### src/rtl/meter_ctrl.sv
// meter_ctrl: four-channel peak-level meter. Captures sound sample peaks,
// holds each new peak for a number of frames, then decays it one step per
// DECAY_FRAMES frames. Bars shown on s1..s4 only change at frame boundaries,
// which are derived by counting VGA line-start pulses.
module meter_ctrl #(
  parameter int unsigned LINES        = 525,
  parameter int unsigned HOLD_FRAMES  = 30,
  parameter int unsigned DECAY_FRAMES = 4
) (
  input  logic       clock,
  input  logic       reset_n,
  input  logic       ena,
  input  logic       hline,
  input  logic       clear,
  input  logic       smp_valid,
  input  logic [1:0] smp_ch,
  input  logic [3:0] smp_lvl,
  output logic [3:0] s1,
  output logic [3:0] s2,
  output logic [3:0] s3,
  output logic [3:0] s4,
  output logic       frame_tick
);

  localparam int unsigned NUM_CH = 4;
  localparam int unsigned LVL_W  = 4;
  localparam int unsigned HOLD_W = 6;
  localparam int unsigned LINE_W = (LINES > 1) ? $clog2(LINES) : 1;
  localparam int unsigned PRE_W  = (DECAY_FRAMES > 1) ? $clog2(DECAY_FRAMES) : 1;

  localparam logic [LINE_W-1:0] LINE_LAST = LINE_W'(LINES - 1);
  localparam logic [PRE_W-1:0]  PRE_LAST  = PRE_W'(DECAY_FRAMES - 1);
  localparam logic [HOLD_W-1:0] HOLD_INIT = HOLD_W'(HOLD_FRAMES);

  // Frame timing
  logic [LINE_W-1:0] line_q, line_d;
  logic              ft_q, ft_d;
  logic              wrap_c;

  // Shared decay prescaler
  logic [PRE_W-1:0]  pre_q, pre_d;
  logic              decay_step_c;

  // Per-channel peak / hold and the displayed bars
  logic [NUM_CH-1:0][LVL_W-1:0]  peak_q, peak_d, peak_dec_c;
  logic [NUM_CH-1:0][HOLD_W-1:0] hold_q, hold_d, hold_dec_c;
  logic [NUM_CH-1:0][LVL_W-1:0]  disp_q, disp_d;

  // Frame boundary: the hline that closes the last line of the frame.
  assign wrap_c = hline && (line_q == LINE_LAST);

  // Decay happens only in a frame_tick cycle where the prescaler rolls over.
  assign decay_step_c = ft_q && (pre_q == PRE_LAST);

  // Line counter and frame pulse; frame_tick is high for the one enabled
  // cycle following the wrap edge.
  always_comb begin
    line_d = line_q;
    ft_d   = ft_q;
    if (ena) begin
      if (hline) begin
        line_d = wrap_c ? '0 : line_q + LINE_W'(1);
      end
      ft_d = wrap_c;
    end
  end

  // Prescaler advances once per frame; clear realigns it to zero.
  always_comb begin
    pre_d = pre_q;
    if (ena) begin
      if (clear) begin
        pre_d = '0;
      end else if (ft_q) begin
        pre_d = decay_step_c ? '0 : pre_q + PRE_W'(1);
      end
    end
  end

  // Frame processing: run down hold, and once hold is exhausted decay peak.
  always_comb begin
    peak_dec_c = peak_q;
    hold_dec_c = hold_q;
    if (ft_q) begin
      for (int unsigned c = 0; c < NUM_CH; c++) begin
        if (hold_q[c] != '0) begin
          hold_dec_c[c] = hold_q[c] - HOLD_W'(1);
        end else if (decay_step_c && (peak_q[c] != '0)) begin
          peak_dec_c[c] = peak_q[c] - LVL_W'(1);
        end
      end
    end
  end

  // Sample capture against the already-decayed peak; clear drops the sample.
  always_comb begin
    peak_d = peak_q;
    hold_d = hold_q;
    if (ena) begin
      if (clear) begin
        peak_d = '0;
        hold_d = '0;
      end else begin
        peak_d = peak_dec_c;
        hold_d = hold_dec_c;
        if (smp_valid && (smp_lvl > peak_dec_c[smp_ch])) begin
          peak_d[smp_ch] = smp_lvl;
          hold_d[smp_ch] = HOLD_INIT;
        end
      end
    end
  end

  // Displayed bars latch the pre-edge peaks at the frame boundary only.
  always_comb begin
    disp_d = disp_q;
    if (ena) begin
      if (clear) begin
        disp_d = '0;
      end else if (wrap_c) begin
        disp_d = peak_q;
      end
    end
  end

  // State registers with asynchronous active-low reset.
  always_ff @(posedge clock or negedge reset_n) begin
    if (!reset_n) begin
      line_q <= '0;
      ft_q   <= 1'b0;
      pre_q  <= '0;
      peak_q <= '0;
      hold_q <= '0;
      disp_q <= '0;
    end else begin
      line_q <= line_d;
      ft_q   <= ft_d;
      pre_q  <= pre_d;
      peak_q <= peak_d;
      hold_q <= hold_d;
      disp_q <= disp_d;
    end
  end

  assign s1         = disp_q[0];
  assign s2         = disp_q[1];
  assign s3         = disp_q[2];
  assign s4         = disp_q[3];
  assign frame_tick = ft_q;

endmodule

### config.mk
export PLATFORM = sky130hd
export DESIGN_NAME = meter_ctrl
export DESIGN_NICKNAME = d
export VERILOG_FILES = /design/src/rtl/meter_ctrl.sv
export SDC_FILE = /design/constraint.sdc
export NUM_CORES = 1
export LEC_CHECK = 0
export CORE_ASPECT_RATIO = 0.5
export CORE_MARGIN = 8
export CORE_UTILIZATION = 54
export CTS_CLUSTER_DIAMETER = 80
export DETAILED_ROUTE_END_ITERATION = 12
export HOLD_SLACK_MARGIN = 0.03
export PLACE_DENSITY = 0.77
export SLEW_MARGIN = 5
export SYNTH_ARGS = -nofsm -noshare
export SYNTH_HDL_FRONTEND = slang
export SYNTH_SLANG_ARGS = --single-unit
### constraint.sdc
create_clock -name clock -period 3.7 [get_ports clock]
set_input_delay 0.37 -clock clock [delete_from_list [all_inputs] [get_ports clock]]
set_output_delay 0.37 -clock clock [all_outputs]
set_load 0.005 [all_outputs]
==> flow_metrics.py <==
metrics = {
    "outcome": {
        "status": "finished, violations left",
        "violations": "setup timing",
    },
    "setup_path": {
        "worstReg2RegStart": "peak_q[8]",
        "worstPathRequired_ns": 3.92,
        "cp.arrival_ns": 4.02,
        "cp-end-kind": "flop",
        "r2r-end": "peak_q[14]",
        "crit_fanout": 8,
        "rrSetupSlack_ns": -0.10,
        "rr_worst_depth": 16,
        "critPathMaxStageDelay_ns": 0.50,
        "cp-start-kind": "flop",
        "crit_slowest_cell": "or4_1",
        "critPathKind": "flop to flop",
        "path_cells": "inv_1, ha_1, or4_1, nor2_2, a31oi_1, a221oi_1, a31oi_1, ha_2, nand4_1, nand2_2, buf_4, a211oi_2, buf_4, buf_6, nor3_1, a221o_1",
    },
    "routing": {
        "via_per_inst": 6.32,
        "dr.pass1.iters": 5,
        "wl_per_cell_um": 19.4,
        "routed_wl_mm": 12.4,
        "drt-initial-drc-count": 494,
        "vias": 4020,
        "ant_nets": 0,
        "route.detailed.drc": 0,
    },
    "floorplanning": {
        "dieArea_sq_mm": 0.0114,
        "die_h_um": 79.5,
        "floorplan.initialDensity_pct": 55.1,
        "boundaryPins": 29,
        "num_rows": 23,
        "core_area_sq_mm": 0.00791,
        "dieWidth_um": 143,
    },
    "yosys": {
        "syn-num-nets": 469,
        "yosysMostFrequentCell": "dfrtp_1",
        "ys_seq_area_share_pct": 39.6,
        "async_reset_ff_share_pct": 100,
        "yosys.area.top_type": "dfrtp_1",
        "synth_top_flop_cell": "dfrtp_1",
        "synth_area_sq_mm": 0.00436,
        "synthCells": 442,
        "synthDistinctLibCells": 75,
        "avgSynthCellArea_sq_um": 9.86,
        "ys_warn_count": 0,
        "synth_common_cells": "69 x dfrtp_1, 28 x nor2_1, 26 x inv_1",
        "ys_seq_elements": 69,
        "synth.top_cell.area_share_pct": 39.6,
        "synth_edf_count": 0,
        "ys_top_cells_by_area": "dfrtp_1 40%, ha_1 4.3%, a22o_1 3.2%, o21ai_0 2.9%, a221o_1 2.8%",
    },
    "sta": {
        "worst_hold_slack_ns": 0.213,
        "period_minus_slack_ns": 3.80,
        "relSlewSlack_pct": 40.6,
        "fmaxAchievable_mhz": 263,
        "setup_viol": 13,
        "finClkSkew_ns": 0.00391,
        "drv_slew": 0,
        "setup_slack_ns": -0.104,
        "tightest_slew_ns": 0.885,
        "tns_ns": -0.447,
        "final_hold_viol_count": 0,
        "fin_crit_sh_pct": 103,
        "grt_setup_unrepaired": "true",
    },
    "power_and_ir_drop": {
        "switchingPower_mw": 0.661,
        "combPwrFrac_pct": 20.3,
        "leakage_nw": 2.42,
        "ir_drop_v": 0.000244,
        "switching_share_pct": 28.9,
        "p_per_area_mw_per_mm2": 410,
        "p_int_mw": 1.63,
        "power_frac_seq_pct": 38.4,
        "pwr-share-clk_pct": 41.3,
    },
    "finish": {
        "synthToLayoutAreaGrowth_pct": 28.2,
        "fillers": 570,
        "antennaDiodeCount": 0,
        "nNetsFinal": 547,
        "layout-drive-gt1-share_pct": 24.0,
    },
    "clock_network": {
        "hold_buffers": 0,
        "clockBufferDepth": 2,
        "cts_buffers": 9,
        "tritoncts": "built",
        "clock_latency_ns": 0.34,
        "clock_sinks": 69,
        "clk_pin_slew_ns": 0.06,
        "htreeDepth": 3,
        "cts_root_buf": "clkbuf_16",
    },
    "placement": {
        "pre_cts_slack_ns": -0.0506,
        "dp_hpwl_mm": 8.37,
        "portBuffers": 28,
        "gp_congestion": 0.977,
    },
    "global_route": {
        "grt_pass1_wl_mm": 19.1,
        "grt_usage_pct": 21.4,
        "antenna_found_initial": 0,
        "grt_start_max_net_pins": 70,
        "grt_pass1_vias": 3630,
        "grt-ovfl-total": 0,
    },
    "worst_hold_path": {
        "hold_class": "primary input to asynchronous set/reset pin",
    },
    "job": {
        "maxCapViolCount": 0,
    },
}
[placed cells by master (no fill, tap or decap), types with 10 or more instances in the layout]
cell type         n
dfrtp_1          69
buf_4            55
clkdlybuf4s50_1  27
nor2_1           26
nand2_1          24
inv_1            23
o21ai_0          23
nand3_1          18
a22o_1           16
nor3_1           14
a221o_1          12
o311ai_0         11
nor2b_1          10
[through the flow]
step,cell area (sq um),util (%),power (mW),instances
floorplan,4360,-,1.14,442
global placement,5070,64.0,1.29,613
detailed placement,5070,64.0,1.30,613
CTS,5410,68.4,2.25,629
global route,5590,70.6,2.38,636
finish,5590,70.6,2.29,636
[worst max path at each step]
stage               startpoint         end  depth (start not counted)
finish               peak_q[8]  peak_q[14]                         16
global route         peak_q[8]  peak_q[14]                         16
CTS                  hold_q[7]  peak_q[11]                         14
detailed placement  hold_q[13]  peak_q[11]                         14
global placement     peak_q[0]  peak_q[11]                         14
floorplan           hold_q[12]  peak_q[11]                         13
[registers in the layout (all words and copies together), names as in the netlist]
name and flops:
peak_q 16, s4 4, line_q 10, s3 4
pre_q 2, s1 4, hold_q 24, s2 4
frame_tick 1
[worst max-delay path, delay by kind of cell (launching register included)]
| kind | cells | cell delay, ns |
|---|---|---|
| DFF | 1 | 0.45 |
| buffers and inverters | 4 | 0.62 |
| and+or+nand+nor | 5 | 0.99 |
| adders and majority gates | 2 | 0.58 |
| AOI/OAI and AO/OA | 5 | 1.05 |
[timing repair]
item                                    CTS  global route
pin swaps                                 4            11
buffers inserted                          1             8
endpoints found under the setup margin   13            28
gates resized for setup                   4            34
[layer usage]
metal  up-vias  track usage (%)  routed length, um
li1       1850                -                  -
met1      1962             30.4               5630
met2       184             31.0               5430
met3        24             5.85               1100
met4         0             6.94                194
met5         -                0                  0
[cell type report]
type	instances	area, sq um	share of cell area [%]
inverters	27	101	1.81
flip-flops and latches	69	1730	30.9
repair buffers	86	722	12.9
clock buffers	10	239	4.28
multi-input cells	327	2580	46.1
well taps	112	140	2.51
clock inverters	5	83.8	1.50
[power by group through the flow]
stage / clock network [mW] / logic (mW) / registers, mW
6_report: 0.946 / 0.465 / 0.879
5_1_grt: 0.988 / 0.508 / 0.886
4_1_cts: 0.954 / 0.421 / 0.875
3_5_place_dp: 0 / 0.414 / 0.887
3_3_place_gp: 0 / 0.407 / 0.884
2_1_floorplan: 0 / 0.260 / 0.876
[cells by family (layout without fill, tap and decap cells)]
logic type | count (synthesis) | after routing | share of synthesized area [%]
buf+inv | 46 | 128 | 4.22
fa+ha+maj | 15 | 15 | 4.31
compound gates | 131 | 131 | 24.0
xor+xnor | 13 | 13 | 2.61
mux | 11 | 11 | 3.47
simple gates | 157 | 157 | 21.8
flops | 69 | 69 | 39.6
(Power assumes the default switching activity.)
